### src/rtl/buffer_read_scheduler_if.sv
// Requester, result and buffer read-port signals of the rx sample buffer read scheduler.
// The master side drives requests and buffer responses; the scheduler sits on the slave side.
interface buffer_read_scheduler_if #(
  parameter int CNTW = 16
);
  logic            req0;
  logic [CNTW-1:0] len0;
  logic            gnt0;
  logic            out0_valid;
  logic [15:0]     out0_data;
  logic            done0;
  logic            short0;
  logic [CNTW-1:0] count0;

  logic            req1;
  logic [23:0]     addr1;
  logic            gnt1;
  logic            out1_valid;
  logic [15:0]     out1_data;
  logic            done1;
  logic            err1;

  logic            givedataout;
  logic [23:0]     addressofdata;
  logic [23:0]     datastarting;
  logic [23:0]     dataend;
  logic            buffervalidout;
  logic [15:0]     bufferdataout;

  modport master (
    output req0, len0, req1, addr1, datastarting, dataend, buffervalidout, bufferdataout,
    input  gnt0, out0_valid, out0_data, done0, short0, count0,
    input  gnt1, out1_valid, out1_data, done1, err1, givedataout, addressofdata
  );

  modport slave (
    input  req0, len0, req1, addr1, datastarting, dataend, buffervalidout, bufferdataout,
    output gnt0, out0_valid, out0_data, done0, short0, count0,
    output gnt1, out1_valid, out1_data, done1, err1, givedataout, addressofdata
  );
endinterface

### src/rtl/buffer_read_scheduler.sv
// Shares the rx sample buffer read port between an in-order stream burst port (0)
// and a non-consuming single-word peek port (1). States: IDLE arbitrate | STREAM burst reads
// | PEEK one range-checked read | DRAIN wait for the last return, then pulse done.
module buffer_read_scheduler #(
  parameter int STALL_LIMIT = 1024,
  parameter int CNTW        = 16
) (
  input logic                    clock,
  input logic                    reset,
  buffer_read_scheduler_if.slave bus
);
  localparam int SW = $clog2(STALL_LIMIT + 1);

  typedef enum logic [1:0] {IDLE, STREAM, PEEK, DRAIN} state_t;

  state_t          state;
  logic            last;
  logic            port;
  logic [23:0]     rd_ptr;
  logic [23:0]     peek_addr;
  logic [CNTW-1:0] rem;
  logic [SW-1:0]   stall;
  logic            tag_valid;
  logic            tag_port;

  logic            gnt0_q, gnt1_q, done0_q, done1_q, short0_q, err1_q;
  logic            out0_valid_q, out1_valid_q, give_q;
  logic [15:0]     out0_data_q, out1_data_q;
  logic [CNTW-1:0] count0_q;
  logic [23:0]     addr_q;

  logic [23:0]     level;
  logic [23:0]     off;
  logic [SW-1:0]   stall_nxt;

  assign level     = bus.dataend - rd_ptr;
  assign off       = peek_addr - rd_ptr;
  assign stall_nxt = stall + SW'(1);

  always_ff @(posedge clock or negedge reset) begin
    if (!reset) begin
      state        <= IDLE;
      last         <= 1'b1;
      port         <= 1'b0;
      rd_ptr       <= '0;
      peek_addr    <= '0;
      rem          <= '0;
      stall        <= '0;
      tag_valid    <= 1'b0;
      tag_port     <= 1'b0;
      gnt0_q       <= 1'b0;
      gnt1_q       <= 1'b0;
      done0_q      <= 1'b0;
      done1_q      <= 1'b0;
      short0_q     <= 1'b0;
      err1_q       <= 1'b0;
      out0_valid_q <= 1'b0;
      out1_valid_q <= 1'b0;
      give_q       <= 1'b0;
      out0_data_q  <= '0;
      out1_data_q  <= '0;
      count0_q     <= '0;
      addr_q       <= '0;
    end else begin
      gnt0_q  <= 1'b0;
      gnt1_q  <= 1'b0;
      done0_q <= 1'b0;
      done1_q <= 1'b0;
      give_q  <= 1'b0;

      // Read latency is one cycle, so the tag simply trails the strobe.
      tag_valid    <= give_q;
      tag_port     <= port;
      out0_valid_q <= bus.buffervalidout & tag_valid & ~tag_port;
      out1_valid_q <= bus.buffervalidout & tag_valid & tag_port;
      if (bus.buffervalidout && tag_valid) begin
        if (!tag_port) begin
          out0_data_q <= bus.bufferdataout;
          count0_q    <= count0_q + CNTW'(1);
        end else begin
          out1_data_q <= bus.bufferdataout;
        end
      end

      case (state)
        IDLE: begin
          rd_ptr <= bus.datastarting;
          if (bus.req0 && (!bus.req1 || last)) begin
            gnt0_q   <= 1'b1;
            last     <= 1'b0;
            port     <= 1'b0;
            rem      <= bus.len0;
            count0_q <= '0;
            short0_q <= 1'b0;
            stall    <= '0;
            state    <= STREAM;
          end else if (bus.req1) begin
            gnt1_q    <= 1'b1;
            last      <= 1'b1;
            port      <= 1'b1;
            peek_addr <= bus.addr1;
            err1_q    <= 1'b0;
            state     <= PEEK;
          end
        end
        STREAM: begin
          if (rem == '0) begin
            state <= DRAIN;
          end else if (level != '0) begin
            give_q <= 1'b1;
            addr_q <= rd_ptr;
            rd_ptr <= rd_ptr + 24'd1;
            rem    <= rem - CNTW'(1);
            stall  <= '0;
          end else begin
            stall <= stall_nxt;
            if (stall_nxt == SW'(STALL_LIMIT)) begin
              short0_q <= 1'b1;
              state    <= DRAIN;
            end
          end
        end
        PEEK: begin
          // Offset 0 is the stream head; reading it would consume the word.
          if (off != '0 && off < level) begin
            give_q <= 1'b1;
            addr_q <= peek_addr;
          end else begin
            err1_q <= 1'b1;
          end
          state <= DRAIN;
        end
        DRAIN: begin
          if (!give_q && !tag_valid) begin
            if (port) done1_q <= 1'b1;
            else      done0_q <= 1'b1;
            state <= IDLE;
          end
        end
        default: state <= IDLE;
      endcase
    end
  end

  assign bus.gnt0          = gnt0_q;
  assign bus.out0_valid    = out0_valid_q;
  assign bus.out0_data     = out0_data_q;
  assign bus.done0         = done0_q;
  assign bus.short0        = short0_q;
  assign bus.count0        = count0_q;
  assign bus.gnt1          = gnt1_q;
  assign bus.out1_valid    = out1_valid_q;
  assign bus.out1_data     = out1_data_q;
  assign bus.done1         = done1_q;
  assign bus.err1          = err1_q;
  assign bus.givedataout   = give_q;
  assign bus.addressofdata = addr_q;
endmodule

### src/flat_wrapper.sv
// flat-port wrapper written by rule: the top's interface ports become plain ports
module buffer_read_scheduler_flat 
#(
  parameter int STALL_LIMIT = 1024,
  parameter int CNTW        = 16
)
  (clock, reset, bus_req0, bus_len0, bus_req1, bus_addr1, bus_datastarting, bus_dataend, bus_buffervalidout, bus_bufferdataout, bus_gnt0, bus_out0_valid, bus_out0_data, bus_done0, bus_short0, bus_count0, bus_gnt1, bus_out1_valid, bus_out1_data, bus_done1, bus_err1, bus_givedataout, bus_addressofdata);
  buffer_read_scheduler_if #(.CNTW(CNTW)) bus_i ();
  input logic clock;
  input logic reset;
  input wire logic [$bits(bus_i.req0)-1:0] bus_req0;
  input wire logic [$bits(bus_i.len0)-1:0] bus_len0;
  input wire logic [$bits(bus_i.req1)-1:0] bus_req1;
  input wire logic [$bits(bus_i.addr1)-1:0] bus_addr1;
  input wire logic [$bits(bus_i.datastarting)-1:0] bus_datastarting;
  input wire logic [$bits(bus_i.dataend)-1:0] bus_dataend;
  input wire logic [$bits(bus_i.buffervalidout)-1:0] bus_buffervalidout;
  input wire logic [$bits(bus_i.bufferdataout)-1:0] bus_bufferdataout;
  output wire logic [$bits(bus_i.gnt0)-1:0] bus_gnt0;
  output wire logic [$bits(bus_i.out0_valid)-1:0] bus_out0_valid;
  output wire logic [$bits(bus_i.out0_data)-1:0] bus_out0_data;
  output wire logic [$bits(bus_i.done0)-1:0] bus_done0;
  output wire logic [$bits(bus_i.short0)-1:0] bus_short0;
  output wire logic [$bits(bus_i.count0)-1:0] bus_count0;
  output wire logic [$bits(bus_i.gnt1)-1:0] bus_gnt1;
  output wire logic [$bits(bus_i.out1_valid)-1:0] bus_out1_valid;
  output wire logic [$bits(bus_i.out1_data)-1:0] bus_out1_data;
  output wire logic [$bits(bus_i.done1)-1:0] bus_done1;
  output wire logic [$bits(bus_i.err1)-1:0] bus_err1;
  output wire logic [$bits(bus_i.givedataout)-1:0] bus_givedataout;
  output wire logic [$bits(bus_i.addressofdata)-1:0] bus_addressofdata;
  assign bus_i.req0 = bus_req0;
  assign bus_i.len0 = bus_len0;
  assign bus_i.req1 = bus_req1;
  assign bus_i.addr1 = bus_addr1;
  assign bus_i.datastarting = bus_datastarting;
  assign bus_i.dataend = bus_dataend;
  assign bus_i.buffervalidout = bus_buffervalidout;
  assign bus_i.bufferdataout = bus_bufferdataout;
  assign bus_gnt0 = bus_i.gnt0;
  assign bus_out0_valid = bus_i.out0_valid;
  assign bus_out0_data = bus_i.out0_data;
  assign bus_done0 = bus_i.done0;
  assign bus_short0 = bus_i.short0;
  assign bus_count0 = bus_i.count0;
  assign bus_gnt1 = bus_i.gnt1;
  assign bus_out1_valid = bus_i.out1_valid;
  assign bus_out1_data = bus_i.out1_data;
  assign bus_done1 = bus_i.done1;
  assign bus_err1 = bus_i.err1;
  assign bus_givedataout = bus_i.givedataout;
  assign bus_addressofdata = bus_i.addressofdata;
  buffer_read_scheduler #(.STALL_LIMIT(STALL_LIMIT), .CNTW(CNTW)) u_core (.clock(clock), .reset(reset), .bus(bus_i));
endmodule
### config.mk
export PLATFORM = sky130hd
export DESIGN_NAME = buffer_read_scheduler_flat
export DESIGN_NICKNAME = d
export VERILOG_FILES = /design/src/rtl/buffer_read_scheduler_if.sv /design/src/rtl/buffer_read_scheduler.sv /design/src/flat_wrapper.sv
export SDC_FILE = /design/constraint.sdc
export NUM_CORES = 1
export LEC_CHECK = 0
export ABC_AREA = 1
export BUFFER_PORTS_ARGS = -buffer_cell sky130_fd_sc_hd__buf_2
export CAP_MARGIN = 25
export CELL_PAD_IN_SITES_DETAIL_PLACEMENT = 0
export CELL_PAD_IN_SITES_GLOBAL_PLACEMENT = 1
export CORE_ASPECT_RATIO = 1.5
export CORE_UTILIZATION = 41
export DETAILED_ROUTE_END_ITERATION = 10
export GPL_TIMING_DRIVEN = 1
export PLACE_DENSITY = 0.8
export SKIP_CTS_REPAIR_TIMING = 1
export SYNTH_ARGS = -nofsm -noshare
export SYNTH_HDL_FRONTEND = slang
export SYNTH_SLANG_ARGS = --single-unit
### constraint.sdc
create_clock -name clock -period 3.9 [get_ports clock]
set_input_delay 0.39 -clock clock [delete_from_list [all_inputs] [get_ports clock]]
set_output_delay 0.39 -clock clock [all_outputs]
set_load 0.1 [all_outputs]
# == After elaboration in Yosys (flattened, before gate mapping) ==
# Index checks and enable logic that the tools add are counted.
# totals
inputBits,109
ramBits,0
word_cells,130
rom_bits,0
register_bits,162
out_inout_bits,81
n_memories,0
latchBits,0
# classes
bitwise,5
shifts,0
addsub,6
n_mul,0
n_lt_le_gt_ge,1
reduce_logical,27
div,0
n_mux,52
eq_ne,17
# ops
operator,count
$mux 24,5
$mux 16,7
$pmux 24 s2,2
$reduce_bool 24->1,2
$sub 24x24->24,2
$mux 11,3
$pmux 16 s2,1
$add 24x1->24 const B,1
$lt 24x24->1,1
$mux 1,23
$pmux 11 s2,1
$add 16x1->16 const B,1
$logic_not 16->1,1
$reduce_and 4->1,4
$sub 16x1->16 const B,1
$mux 2,6
$add 11x1->11 const B,1
$eq 11x11->1 const B,1
$ne 2x1->1 const B,5
$ne 2x2->1 const B,5
$reduce_and 3->1,3
$pmux 2 s4,1
$reduce_bool 2->1,4
$ne 3x2->1 const B,2
other kinds (12),25

# == Depth between registers and ports, before layout ==
# depth
word_depth,6
mapped_depth,28
mapped_depth_nobuf,26

# == Worst setup path before layout ==
# Ideal clock, no wire load.
# synth_timing
path_type,flip-flop to flip-flop
startpoint,register u_core.rd_ptr[4]
endpoint,"register u_core.addr_q[0], in the netlist u_core.bus.addressofdata[0]"
path_slack_ns,0.573
t_arrival_ns,3.205
setup_time_ns,0.122
stages_incl_launch_ff,27
period_less_slack_ns,3.327
required_time_ns,3.778
path_buffers,2
cell_sequence,dfrtp_1 -> clkbuf_2 -> inv_1 -> ha_1 -> nand2_1 -> nor2_1 -> nand2_1 -> nand3_1 -> nand2_1 -> a21boi_1 -> nor2_1 -> nand2_1 -> nand2_1 -> ha_1 -> nand2_1 -> inv_1 -> o21ai_0 -> a21oi_1 -> a211oi_1 -> o211ai_1 -> a21oi_1 -> nand2_1 -> nand2_2 -> nand3_2 -> buf_6 -> nand2_1 -> nand2_1
# synth_via
elab_chain_cells,5
word_cells_on_any_way,9
classes_between,2 x add/sub; 1 x order compare; 2 x eq/ne; 4 x reduce/logical
# synth_rtl
item,line,rtl
start: declaration,buffer_read_scheduler.sv:19,logic [23:0] rd_ptr;
start signal: assignment,buffer_read_scheduler.sv:87,rd_ptr <= bus.datastarting;
start signal: assignment,buffer_read_scheduler.sv:112,rd_ptr <= rd_ptr + 24'd1;
$sub 24x24->24 (on tied branches),"buffer_read_scheduler.sv:37, buffer_read_scheduler.sv:36",
$lt 24x24->1 / $reduce_bool 24->1 (equally long branches),buffer_read_scheduler.sv:125,if (off != '0 && off < level) begin
$logic_and 1x1->1,buffer_read_scheduler.sv:125,
$ne 2x1->1 (no source line),-,
$reduce_and 4->1 (no source line) *,-,
end signal: assignment,buffer_read_scheduler.sv:111,addr_q <= rd_ptr;
end signal: assignment,buffer_read_scheduler.sv:127,addr_q <= peek_addr;
end: declaration,buffer_read_scheduler.sv:30,logic [23:0] addr_q;
# Mark *: on every way between the ends. The rest lies on a longest branch, timed or not.
# A chain may end at the register's enable or synchronous reset.

# == Worst setup path in the final report ==
# layout_timing
startpoint,register u_core.rd_ptr[10]
endpoint,"register u_core.addr_q[13], in the netlist u_core.bus.addressofdata[13]"
# Same word-level chain as after synthesis.

==> results_dict.tcl <==
set metrics [dict create \
    first_pass_iters 4 \
    clk_path_buf_depth 2 \
    max_stage_delay_ns 0.42 \
    place_congestion 0.900 \
    overflow 0 \
    post-route-period-util_pct 96.2 \
    ys_ff_latch 162 \
    h-tree-depth 4 \
    path_max_fanout 11 \
    area_growth_pct 21.4 \
    drive_gt1_share_pct 18.1 \
    yosys.area.top_type_share_pct 32.7 \
    antenna_found_initial 0 \
    core_area_um2 29500 \
    worstSkewPairLatency_ns 0.45 \
    synth_area_leader_cell "dfrtp_1" \
    drc 0 \
    synth_nets 2050 \
    grt_util_all_layers_pct 25.2 \
    dieArea_um2 30700 \
    nNetsFinal 2258 \
    ys_seq_area_share_pct 33.0 \
    timing.hold.ws_ns 0.136 \
    path_cells "inv_4 -> ha_4 -> buf_4 -> nand2_1 -> nor2_4 -> nand3_1 -> nand3_1 -> nand2_1 -> o211ai_1 -> nand2_1 -> ha_1 -> nand3_1 -> nor2_1 -> nand3_2 -> nor4_4 -> a21oi_2 -> nand2_2 -> nand2_4 -> buf_4 -> nand4_1 -> nand2_1" \
    die_h_um 214 \
    cp_num_cells 21 \
    setup_tns_ns 0 \
    stdcell_area_um2 14900 \
    vias_per_cell 5.01 \
    path_class "reg2reg" \
    maxSlewViolCount 0 \
    critPathBufInv 3 \
    grt_pass1_vias 12000 \
    async_flop_share_pct 100 \
    die_w_um 143 \
    clock.fmax_mhz 267 \
    cts.sinks 162 \
    grt_max_degree 104 \
    rows 77 \
    fin_ws_ns 0.149 \
    initial_core_util_pct 41.7 \
    dp_hpwl_um 30100 \
    clk_pin_slew_worst_paths_ns 0.07 \
    portBuffers 189 \
    syn_area_per_cell_um2 6.61 \
    dpl-instance-area_um2 13800 \
    setup_viol 0 \
    place_ws_ns -0.118 \
    status "completed" \
    cts_buffers 17 \
    hp-class "in2reg" \
    synth_edf_count 0 \
    hold_viol_final 0 \
    synth.area.top_cells "dfrtp_1, nand2_1, inv_1" \
    critPathSlowestCell "dfrtp_2" \
    hold_depth 3 \
    synthDistinctLibCells 51 \
    ys_warn_count 0 \
    end_kind "register" \
    totalWireLength_um 38000 \
    synth_area_um2 12300 \
    synthCells 1862 \
    pin_count 190 \
    tightest_slew_ns 0.919 \
    critPathTopFamily "simple AND/OR/NAND/NOR gates" \
    rsz0062_at_grt "true" \
    worst_clock_skew_ns 0.0108 \
    antenna_left 0 \
    cts_root_buf "clkbuf_16" \
    drt-initial-drc-count 554 \
    r2r_cells 21 \
    min_period_ns 3.75 \
    worstPathRequired_ns 4.23 \
    cts_tree "built" \
    cap_violations 0 \
    n_antenna_cell 0 \
    wl_per_cell_um 15.3 \
    worstPathArrival_ns 4.08 \
    start_kind "register" \
    dr_total_vias 12400 \
    crit_top_cell "nand2_1" \
    synthFlopType "dfrtp_1" \
    relSlewSlack_pct 38.7 \
    grt_pass1_wl_um 59700 \
]
-- sequential cells by signal (all words and copies together) (netlist names), 2 cells and up --
signal	cells
u_core.rem	16
u_core.bus.addressofdata	24
u_core.bus.count0	16
u_core.state	2
u_core.bus.out0_data	16
u_core.stall	11
u_core.peek_addr	24
u_core.bus.out1_data	16
u_core.rd_ptr	24
-- layout by cell type, fill, tap and decap left out, drive strengths merged, types with 8 or more instances in the layout --
| master | count |
|---|---|
| nand2 | 700 |
| inv | 273 |
| buf | 233 |
| dfrtp | 161 |
| nor2 | 123 |
| nand3 | 117 |
| o21ai | 116 |
| ha | 77 |
| a21oi | 64 |
| nand4 | 53 |
| xor2 | 32 |
| nor3 | 24 |
| clkbuf | 20 |
| nand3b | 19 |
| xnor2 | 11 |
| o21bai | 8 |
-- worst register-to-register path, cell delays in order (launching register included) --
cell and delay (ns):
dfrtp_2 0.42, inv_4 0.08, ha_4 0.27, buf_4 0.12, nand2_1 0.13, nor2_4 0.19
nand3_1 0.17, nand3_1 0.16, nand2_1 0.15, o211ai_1 0.21, nand2_1 0.14, ha_1 0.30
nand3_1 0.09, nor2_1 0.15, nand3_2 0.13, nor4_4 0.20, a21oi_2 0.12, nand2_2 0.14
nand2_4 0.07, buf_4 0.21, nand4_1 0.11, nand2_1 0.07
-- metal layers --
layer  up-vias  track usage [%]  part of all wire (%)
met4         0             10.3                   3.5
met2       253             45.7                    53
met5         -                0                     0
met3        74             3.48                   3.2
li1       6344                -                     -
met1      5737             29.3                    41
-- worst paths after layout --
check | startpoint | end | slack [ns]
setup / recovery | u_core.rd_ptr[10] | u_core.bus.addressofdata[13] | 0.15
hold / removal | bus_addr1[3] | u_core.peek_addr[3] | 0.14
setup reg to reg | u_core.rd_ptr[10] | u_core.bus.addressofdata[13] | 0.15
hold reg to reg | u_core.bus.givedataout | u_core.tag_valid | 0.41
max in group asynchronous | reset | u_core.peek_addr[20] | 2.50
min in group asynchronous | reset | u_core.bus.count0[11] | 0.35
-- layout make-up --
class / instances / area [um^2]
clock buffers: 19 / 453
clock inverters: 13 / 136
fillers: 3135 / 14500
inverters: 267 / 1000
multi-input cells: 1387 / 7420
flip-flops and latches: 162 / 4060
well taps: 395 / 494
repair buffers: 235 / 1360
-- cells in the mapped netlist, types with 5 or more instances --
library cell and number:
dfrtp_1 161, nand2_2 10, nor2_2 6, nor3_1 23
clkbuf_1 26, inv_1 261, ha_1 77, nand3b_1 19
buf_2 6, nor4_1 6, xor2_1 32, o21ai_0 111
o21ai_1 5, nand4_1 52, o22ai_1 6, o21bai_1 7
xnor2_1 11, nand3_1 114, nor2_1 117, a21oi_1 63
nand2_1 688
-- kinds of logic (layout without fill, tap and decap cells) --
group	count (synthesis)	count (layout)	synth area share (%)
DFF	162	162	33.0
buffers and inverters	313	534	10.1
adders and majority gates	79	79	8.15
and+or+nand+nor	1053	1053	36.3
xor gates and xnor gates	43	43	3.06
AOI/OAI and AO/OA	209	209	9.13
muxes	3	3	0.244
-- stage by stage --
| step | std cells | utilization, % |
|---|---|---|
| floorplan | 1862 | - |
| CTS | 2467 | 48.8 |
| global placement | 2434 | 46.7 |
| finish | 2478 | 50.7 |
| global route | 2478 | 50.7 |
| detailed placement | 2435 | 46.8 |
Power is left out: the tool's default activity adds up to more than one toggle a clock period on the data nets, which glitch-free logic cannot reach.
